`src/rtl/seq_control_unit.sv`:
```
// Multi-cycle sequencer for a small bus-based processor: decodes the IR and
// steps FETCH -> T1..T3, driving register, ALU and memory control strobes.
module seq_control_unit #(
    parameter int DATA_W = 16,
    parameter int RSEL_W = 3,
    localparam int NREG = 2 ** RSEL_W
) (
    input  logic              clk,
    input  logic              rst,
    input  logic [DATA_W-1:0] instr,
    input  logic [3:0]        status,
    input  logic              mem_ready,
    output logic [NREG-1:0]   rin,
    output logic [NREG-1:0]   rout,
    output logic              a_in,
    output logic              gin,
    output logic              gout,
    output logic              addsub,
    output logic              xorctrl,
    output logic              pc_in,
    output logic              pc_inc,
    output logic              ir_en,
    output logic              addr_in,
    output logic              ram_addr_sel,
    output logic              mem_rd,
    output logic              mem_wr,
    output logic              ram_out,
    output logic              halted
);

    typedef enum logic [2:0] {
        S_FETCH,
        S_T1,
        S_T2,
        S_T3,
        S_HALT
    } state_t;

    localparam logic [3:0] OP_MV   = 4'd0;
    localparam logic [3:0] OP_MVI  = 4'd1;
    localparam logic [3:0] OP_ADD  = 4'd2;
    localparam logic [3:0] OP_SUB  = 4'd3;
    localparam logic [3:0] OP_XOR  = 4'd4;
    localparam logic [3:0] OP_LD   = 4'd5;
    localparam logic [3:0] OP_ST   = 4'd6;
    localparam logic [3:0] OP_BR   = 4'd7;
    localparam logic [3:0] OP_HALT = 4'd8;

    state_t state;
    state_t next_state;

    logic [3:0]        opcode;
    logic [RSEL_W-1:0] rx;
    logic [RSEL_W-1:0] ry;
    logic [NREG-1:0]   sel_rx;
    logic [NREG-1:0]   sel_ry;
    logic              br_taken;

    assign opcode = instr[DATA_W-1 -: 4];
    assign rx     = instr[DATA_W-5 -: RSEL_W];
    assign ry     = instr[DATA_W-5-RSEL_W -: RSEL_W];
    assign sel_rx = {{(NREG-1){1'b0}}, 1'b1} << rx;
    assign sel_ry = {{(NREG-1){1'b0}}, 1'b1} << ry;

    // ry MSB forces an unconditional branch; otherwise ry[1:0] picks a flag.
    assign br_taken = ry[RSEL_W-1] | status[ry[1:0]];

    generate
        if (DATA_W > 4 + 2 * RSEL_W) begin : g_spare
            logic unused_spare;
            assign unused_spare = ^instr[DATA_W-5-2*RSEL_W:0];
        end
    endgenerate

    always_ff @(posedge clk) begin
        if (!rst) begin
            state <= S_FETCH;
        end else begin
            state <= next_state;
        end
    end

    // Every output is forced low while reset is held, even mid-access.
    always_comb begin
        next_state   = state;
        rin          = '0;
        rout         = '0;
        a_in         = 1'b0;
        gin          = 1'b0;
        gout         = 1'b0;
        addsub       = 1'b0;
        xorctrl      = 1'b0;
        pc_in        = 1'b0;
        pc_inc       = 1'b0;
        ir_en        = 1'b0;
        addr_in      = 1'b0;
        ram_addr_sel = 1'b0;
        mem_rd       = 1'b0;
        mem_wr       = 1'b0;
        ram_out      = 1'b0;
        halted       = 1'b0;
        if (rst) begin
            case (state)
                S_FETCH: begin
                    mem_rd = 1'b1;
                    if (mem_ready) begin
                        ir_en      = 1'b1;
                        pc_inc     = 1'b1;
                        next_state = S_T1;
                    end
                end
                S_T1: begin
                    case (opcode)
                        OP_MV: begin
                            rout       = sel_ry;
                            rin        = sel_rx;
                            next_state = S_FETCH;
                        end
                        OP_MVI: begin
                            mem_rd = 1'b1;
                            if (mem_ready) begin
                                ram_out    = 1'b1;
                                rin        = sel_rx;
                                pc_inc     = 1'b1;
                                next_state = S_FETCH;
                            end
                        end
                        OP_ADD, OP_SUB, OP_XOR: begin
                            rout       = sel_rx;
                            a_in       = 1'b1;
                            next_state = S_T2;
                        end
                        OP_LD, OP_ST: begin
                            rout       = sel_ry;
                            addr_in    = 1'b1;
                            next_state = S_T2;
                        end
                        OP_BR: begin
                            if (br_taken) begin
                                rout  = sel_rx;
                                pc_in = 1'b1;
                            end
                            next_state = S_FETCH;
                        end
                        OP_HALT: next_state = S_HALT;
                        default: next_state = S_FETCH;
                    endcase
                end
                S_T2: begin
                    case (opcode)
                        OP_ADD, OP_SUB, OP_XOR: begin
                            rout       = sel_ry;
                            gin        = 1'b1;
                            addsub     = (opcode == OP_SUB);
                            xorctrl    = (opcode == OP_XOR);
                            next_state = S_T3;
                        end
                        OP_LD: begin
                            ram_addr_sel = 1'b1;
                            mem_rd       = 1'b1;
                            if (mem_ready) begin
                                ram_out    = 1'b1;
                                rin        = sel_rx;
                                next_state = S_FETCH;
                            end
                        end
                        OP_ST: begin
                            rout         = sel_rx;
                            ram_addr_sel = 1'b1;
                            mem_wr       = 1'b1;
                            if (mem_ready) begin
                                next_state = S_FETCH;
                            end
                        end
                        default: next_state = S_FETCH;
                    endcase
                end
                S_T3: begin
                    gout       = 1'b1;
                    rin        = sel_rx;
                    next_state = S_FETCH;
                end
                S_HALT: halted = 1'b1;
                default: next_state = S_FETCH;
            endcase
        end
    end

endmodule

```
`config.mk`:
```
export PLATFORM = sky130hd
export DESIGN_NAME = seq_control_unit
export DESIGN_NICKNAME = d
export VERILOG_FILES = /design/src/rtl/seq_control_unit.sv
export SDC_FILE = /design/constraint.sdc
export NUM_CORES = 1
export LEC_CHECK = 0
export CAP_MARGIN = 25
export CORE_MARGIN = 3
export CORE_UTILIZATION = 35
export CTS_CLUSTER_SIZE = 8
export DETAILED_ROUTE_END_ITERATION = 10
export PLACE_DENSITY = 0.78
export SKIP_LAST_GASP = 1
export SLEW_MARGIN = 40
export SYNTH_ARGS = -nofsm -noshare
export SYNTH_HDL_FRONTEND = slang
export SYNTH_SLANG_ARGS = --single-unit
```
`constraint.sdc`:
```
create_clock -name clk -period 5.7 [get_ports clk]
set_input_delay 1.14 -clock clk [delete_from_list [all_inputs] [get_ports clk]]
set_output_delay 1.14 -clock clk [all_outputs]
set_load 0.1 [all_outputs]
```
== Word-level counts from Yosys, hierarchy flattened ==
Cells that the tools add are included.
Storage, ports and cells
  register bits after elaboration: 3
  output and inout bits: 30
  word-level logic and storage cells: 83
Cells by class
  magnitude comparators: 1
  eq/ne operators: 13
  shift operators: 2
  muxes and demuxes: 57
  bitwise logic cells: 2
  reduce and logical (&&, ||, !) cells: 7
Operator list (number)
  case mux 8 bit (2 select lines): 3
  case mux 8 bit (3 select lines): 2
  two-way mux 8 bit: 5
  two-way mux 1 bit: 38
  equality test 4 x 3 -> 1 bit (second input constant): 4
  left shift 1 x 3 -> 8 bit (first input constant): 2
  case mux 3 bit (4 select lines): 1
  case mux 3 bit (3 select lines): 1
  equality test 4 x 2 -> 1 bit (second input constant): 2
  equality test 3 x 2 -> 1 bit (second input constant): 2
  two-way mux 3 bit: 2
  case mux 3 bit (2 select lines): 1
  OR reduction 3 bit: 2
  OR reduction 5 bit: 1
  equality test 4 x 1 -> 1 bit (second input constant): 1
  equality test 4 bit (second input constant): 1
  logical NOT 4 bit: 1
  case mux 1 bit (2 select lines): 2
  equality test 3 x 1 -> 1 bit (second input constant): 1
  equality test 3 bit (second input constant): 1
  logical NOT 3 bit: 1
  less-than comparator 2 x 3 -> 1 bit (second input constant): 1
  case mux 1 bit (3 select lines): 1
  binary-select mux 1 bit (select 2 bit): 1
  other kinds (5): 5

== Longest topological paths before layout ==
Gate-level depths: netlist (run 1).
  depth in word-level cells: 7
  mapped depth: 6
  depth with buffers taken out: 5

== Least setup slack after synthesis (run 1) ==
OpenSTA, ideal clock, no wires.
  kind: input port to output port
  from: in instr[7]
  to: out rout[4]
  data arrival time: 4.368 ns
  setup slack: 0.192 ns
  cell stages on the path: 5
  path buffers: 0
  cell sequence: and2b_4 -> a211oi_1 -> or3_4 -> o22a_4 -> o32ai_1
On the way
  word-level cells in the longest chain between the ends: 7
RTL lines
  from (decl): RTL line 10  | input logic [DATA_W-1:0] instr,
  binary-select mux 1 bit (select 2 bit): RTL line 66  | assign br_taken = ry[RSEL_W-1] | status[ry[1:0]];
  two-way mux 1 bit (not written as such): RTL line 66
  OR 1 bit: RTL line 66
  two-way mux 8 bit: RTL line 139  | if (br_taken) begin
  case mux 8 bit (3 select lines): RTL line 113  | case (opcode)
  case mux 8 bit (2 select lines) *: RTL line 103  | case (state)
  two-way mux 8 bit *: RTL line 102  | if (rst) begin
  to (decl): RTL line 14  | output logic [NREG-1:0] rout,
Mark *: on every way between the ends. The rest lies on a longest branch, timed or not. The select of a mux whose other input is x is not followed.

== Worst setup path in the final report (run 1) ==
  from: in instr[14]
  to: out rout[7]
On the way
  word-level cells in the longest chain between the ends: 5
RTL lines (RTL line)
  equality test 4 x 3 -> 1 bit (tied with other cells): 113, 150
  OR reduction 3 bit (on tied branches)
  case mux 8 bit (3 select lines) or case mux 8 bit (2 select lines) (tied branches): 113, 150
  case mux 8 bit (2 select lines) *: 103
  two-way mux 8 bit *: 102
Mark *: on every way between the ends. The rest lies on a longest branch, timed or not.

==> results.sh, run 1 <==
export IMPL_status="complete, no violations"
export IMPL_cts_tree="built"
export IMPL_worst_clock_skew_ps=0.2592
export IMPL_cp_required_ps=4560
export IMPL_finalSetupViolCount=0
export IMPL_gp_congestion=0.8892
export IMPL_fin_crit_sh_pct=82.91
export IMPL_hold_viol_final=0
export IMPL_numCtsBuffers=3
export IMPL_cts_resized_gates=0
export IMPL_synth_area_um2=820.8
export IMPL_top_regs="state (3)"
export IMPL_drt_iter0_drc=22
export IMPL_area_delta_synth_final_pct=50.00
export IMPL_ir_drop_v=0.00007737
export IMPL_ys_warnings_count=0
export IMPL_post_drt_wl_per_cell_um=13.60
export IMPL_cpMaxStageDelayCell="clkdlybuf4s50_1"
export IMPL_dieArea_um2=2962
export IMPL_drv_slew=0
export IMPL_first_pass_iters=4
export IMPL_die_w_um=54.43
export IMPL_yosys_cell_types_count=47
export IMPL_grt_pass1_vias=1016
export IMPL_avgSynthCellArea_um2=6.314
export IMPL_fmax_mhz=211.6
export IMPL_crit_chain="clkdlybuf4s50_1, and2b_4, o21ai_1, or3_4, o22a_4, o32ai_1, buf_4"
export IMPL_hold_class="flip-flop to flip-flop"
export IMPL_ys_seq_area_share_pct=7.317
export IMPL_drcViolationCount=0
export IMPL_grt_pass1_wl_um=4567
export IMPL_largest_register="state"
export IMPL_numClockSinks=3
export IMPL_ant_nets=0
export IMPL_num_rows=16
export IMPL_ys_seq_elements=3
export IMPL_cts_root_buf="clkbuf_4"
export IMPL_clk_latency_ps=230
export IMPL_ios=53
export IMPL_drv_cap=0
export IMPL_syn_nets=153
export IMPL_fin_util_pct=59.13
export IMPL_worst_slew_pin_slew_ps=539.9
export IMPL_core_area_um2=2082
export IMPL_place_ws_ps=991.1
export IMPL_grt_usage_pct=19.74
export IMPL_cts_hold_buffers=0
export IMPL_rsz0062_at_grt="false"
export IMPL_n_antenna_cell=0
export IMPL_routed_wl_um=2706
export IMPL_largest_register_ff_count=3
export IMPL_numPortBuffers=46
export IMPL_final_cell_mix="buf_4, nor2_1, clkdlybuf4s50_1, nand2_1, nand2b_1"
export IMPL_maxSlewHeadroom_pct=63.90
export IMPL_initial_core_util_pct=39.42
export IMPL_h_tree_depth=1
export IMPL_end_kind="output port"
export IMPL_fin_tns_setup_ps=0
export IMPL_fill_cells=208
export IMPL_finalWorstSetupSlack_ps=973.9
export IMPL_arrival_ps=3590
export IMPL_post_cts_setup_buffers=0
export IMPL_critPathKind="input pin to output port"
export IMPL_synth_largest_area_cell="nor2_1"
export IMPL_power_density_nw_per_um2=105.2
export IMPL_power_leakage_nw=0.4803
export IMPL_drive_gt1_share_pct=23.84
export IMPL_yosysTopAreaCellShare_pct=9.146
export IMPL_clockBufferDepth=2
export IMPL_via_per_inst=5.698
export IMPL_die_h_um=54.43
export IMPL_antenna_found_initial=0
export IMPL_synth_area_leaders="nor2_1, dfxtp_1, nand2b_1, nand2_1, nor3_1"
export IMPL_ys_flop_type="dfxtp_1"
export IMPL_total_power_w=0.0001295
export IMPL_grt_max_degree=16
export IMPL_grt_overflow_total=0
export IMPL_worst_setup_path_start_kind="input pin"
export IMPL_fin_nets=196
export IMPL_routed_via_count=1134
export IMPL_ys_async_sr_fraction_pct=0
export IMPL_synth_edf_count=0
export IMPL_path_max_fanout=15
export IMPL_min_period_ps=4726
export IMPL_clk_pin_slew_ps=30
export IMPL_cpPeakStageDelay_ps=810
export IMPL_syn_inst=130
export IMPL_final_common_cell="buf_4"
export IMPL_dp_hpwl_um=2159
-- area by class of cell --
cell class	instances	area [um2]	area share, %
Sequential cell	3	60.06	4.878
Timing Repair Buffer	46	382.9	31.10
Multi-Input combinational cell	118	724.4	58.84
Clock buffer	4	26.28	2.134
Inverter	1	3.754	0.3049
Tap cell	27	33.78	2.744
-- cell families after synthesis --
| kind of cell | share of synthesized area, % |
|---|---|
| XOR/XNOR | 1.067 |
| multiplexers | 2.591 |
| AO/OA/AOI/OAI | 29.73 |
| flip-flops | 7.317 |
| buffers and inverters | 4.420 |
| AND/OR/NAND/NOR | 54.88 |
-- routing by layer --
layer | track usage (%) | up-vias | routed length (um)
li1 | - | 571 | -
met1 | 27.26 | 520 | 1187
met2 | 33.67 | 43 | 1323
met3 | 1.907 | 0 | 195
met4 | 2.490 | 0 | 0
met5 | 0 | - | 0
-- through the flow --
stage | instance area [um2] | hold slack [ps] | cells
5_1_grt | 1231 | 787.6 | 199
3_3_place_gp | 1210 | 693.5 | 195
3_5_place_dp | 1205 | 706.2 | 195
2_1_floorplan | 820.8 | 675.2 | 130
6_report | 1231 | 729.0 | 199
4_1_cts | 1231 | 714.2 | 199
-- synthesized netlist by cell type (3+ instances only) --
cell	instances
nand2_1	13
nor2_1	20
clkbuf_1	5
o22ai_1	5
a21oi_1	7
dfxtp_1	3
o32ai_1	3
nor3_1	8
nand3_1	5
nor2b_1	4
and3_1	3
nor3b_1	4
nand2b_1	9
-- worst max-delay path, delay by kind of cell --
family | cells | cell delay, ps
buffers and inverters | 2 | 1160
and+or+nand+nor | 2 | 620
AOI/OAI and AO/OA | 3 | 640
-- path summary, 6_finish.rpt --
path              from       end  slack (ps)  depth (start not counted)
max          instr[14]   rout[7]         970                          7
min           state[1]  state[2]         730                          1
max reg2reg   state[0]  state[0]        4360                          3
min reg2reg   state[1]  state[2]         730                          1
-- report_power, final --
group / total (W) / internal, W / leakage (nW) / switching (W)
registers: 0.0000241 / 0.0000218 / 0.0244 / 0.00000229
logic: 0.0000691 / 0.0000256 / 0.441 / 0.0000435
clock network: 0.0000362 / 0.0000262 / 0.0150 / 0.0000100
total: 0.000129 / 0.0000736 / 0.480 / 0.0000558
Power figures use the tool's default switching activity.
==> inputs of run 2 (changes only) <==
--- a/config.mk
+++ b/config.mk
@@ -7,10 +7,10 @@
 export LEC_CHECK = 0
 export CAP_MARGIN = 25
 export CORE_MARGIN = 3
-export CORE_UTILIZATION = 35
+export CORE_UTILIZATION = 33
 export CTS_CLUSTER_SIZE = 8
 export DETAILED_ROUTE_END_ITERATION = 10
-export PLACE_DENSITY = 0.78
+export PLACE_DENSITY = 0.77
 export SKIP_LAST_GASP = 1
 export SLEW_MARGIN = 40
 export SYNTH_ARGS = -nofsm -noshare
==> constraint.sdc (replaced) <==
create_clock -name clk -period 3.9 [get_ports clk]
set_input_delay 0.78 -clock clk [delete_from_list [all_inputs] [get_ports clk]]
set_output_delay 0.78 -clock clk [all_outputs]
set_load 0.1 [all_outputs]
==> results.sh, run 2 (synthesis gave the netlist of run 1 again) <==
export IMPL_first_pass_iters=5
export IMPL_n_antenna_cell=0
export IMPL_grt_overflow_total=0
export IMPL_fin_crit_sh_pct=97.66
export IMPL_worst_slew_pin_slew_ps=502.3
export IMPL_finalSetupViolCount=0
export IMPL_drcViolationCount=0
export IMPL_routed_via_count=1193
export IMPL_worst_clock_skew_ps=5.079
export IMPL_arrival_ps=3030
export IMPL_critPathKind="input pin to output port"
export IMPL_dieArea_um2=3121
export IMPL_hold_class="flip-flop to flip-flop"
export IMPL_maxSlewHeadroom_pct=66.51
export IMPL_status="complete, no violations"
export IMPL_die_h_um=55.87
export IMPL_numCtsBuffers=3
export IMPL_power_density_nw_per_um2=125.5
export IMPL_cp_required_ps=3120
export IMPL_drt_iter0_drc=22
export IMPL_crit_chain="clkdlybuf4s50_1, and2b_4, a211oi_1, or3_4, o22a_4, o32ai_1, buf_12"
export IMPL_clockBufferDepth=2
export IMPL_die_w_um=55.87
export IMPL_ant_nets=0
export IMPL_post_cts_setup_buffers=0
export IMPL_cts_tree="built"
export IMPL_met1_usage_pct=23.07
export IMPL_cts_resized_gates=0
export IMPL_ios=53
export IMPL_post_place_cells=203
export IMPL_final_cell_mix="buf_12, nor2_1, clkdlybuf4s50_1, nand2_1, nand2b_1"
export IMPL_largest_register_ff_count=3
export IMPL_dp_hpwl_um=2620
export IMPL_clk_pin_slew_ps=40
export IMPL_largest_register="state"
export IMPL_grt_usage_pct=21.07
export IMPL_grt_max_degree=16
export IMPL_core_area_um2=2276
export IMPL_gp_congestion=0.8806
export IMPL_drv_slew=0
export IMPL_drv_cap=0
export IMPL_final_common_cell="buf_12"
export IMPL_fmax_mhz=262.6
export IMPL_initial_core_util_pct=36.06
export IMPL_grt_pass1_vias=1181
export IMPL_min_period_ps=3809
export IMPL_ir_drop_v=0.0002019
export IMPL_top_usage_layer="met2"
export IMPL_rsz0062_at_grt="true"
export IMPL_drive_gt1_share_pct=32.40
export IMPL_grt_pass1_wl_um=5409
export IMPL_fin_nets=203
export IMPL_antenna_found_initial=0
export IMPL_groute_layer_met3_usage_pct=6.032
export IMPL_use_met2_pct=39.02
export IMPL_final_cells=207
export IMPL_num_rows=17
export IMPL_fin_tns_setup_ps=0
export IMPL_numPortBuffers=46
export IMPL_h_tree_depth=1
export IMPL_power_leakage_nw=0.6017
export IMPL_worst_setup_path_start_kind="input pin"
export IMPL_cts_hold_buffers=0
export IMPL_numClockSinks=3
export IMPL_post_drt_wl_per_cell_um=15.66
export IMPL_end_kind="output port"
export IMPL_cpMaxStageDelayCell="clkdlybuf4s50_1"
export IMPL_clk_latency_ps=240
export IMPL_via_per_inst=5.763
export IMPL_path_max_fanout=7
export IMPL_area_delta_synth_final_pct=107.6
export IMPL_hold_viol_final=0
export IMPL_cpPeakStageDelay_ps=510
export IMPL_routed_wl_um=3242
export IMPL_cts_root_buf="clkbuf_4"
export IMPL_top_regs="state (3)"
==> run 2: cell count changes in the layout (fill, tap and decap cells not counted), moves of 6 or more <==
cell / delta
buf_12: +29
nor3_1: -6
nor3_2: +6
buf_4: -21
==> run 2: worst paths after layout <==
path | startpoint | end | slack [ps] | cells after the start
setup / recovery | instr[7] | rout[4] | 90 | 7
hold reg to reg | state[1] | state[1] | 740 | 2
setup reg to reg | state[0] | state[0] | 2460 | 3
hold / removal | state[1] | state[1] | 740 | 2
==> run 2: layer usage <==
layer | routed length, um | up-vias
li1 | - | 587
met1 | 1262 | 552
met2 | 1664 | 50
met3 | 280 | 4
met4 | 34 | 0
met5 | 0 | -
==> run 2: power breakdown <==
part	total (W)	switching, W	internal (W)
Clock	0.0000569	0.0000184	0.0000385
Combinational	0.000121	0.0000707	0.0000508
Sequential	0.0000356	0.00000369	0.0000319
==> run 2: layout make-up <==
| type | instances | area, um2 |
|---|---|---|
| inverter | 1 | 3.754 |
| clock buffer | 4 | 26.28 |
| fill | 161 | 571.8 |
| sequential | 3 | 60.06 |
| timing repair buffer | 53 | 800.8 |
| multi-input combinational | 118 | 778.2 |
| tap | 28 | 35.03 |
==> run 2: worst max-delay path, delay by kind of cell <==
family,cells,cell delay (ps)
compound gates,3,790
buf+inv,2,750
simple gates,2,710
==> run 2: metrics by stage <==
stage          hold WS (ps)  total power, W  setup WS (ps)  area, um2  utilization (%)
2_1_floorplan         675.4       0.0001055         -888.4      867.1                -
3_3_place_gp          684.0       0.0001531          181.9       1670            73.39
3_5_place_dp          701.4       0.0001559          87.11       1670            73.39
4_1_cts               710.5       0.0002143          68.23       1697            74.55
5_1_grt               793.4       0.0002300         -1.053       1704            74.88
6_report              741.7       0.0002139          91.32       1704            74.88
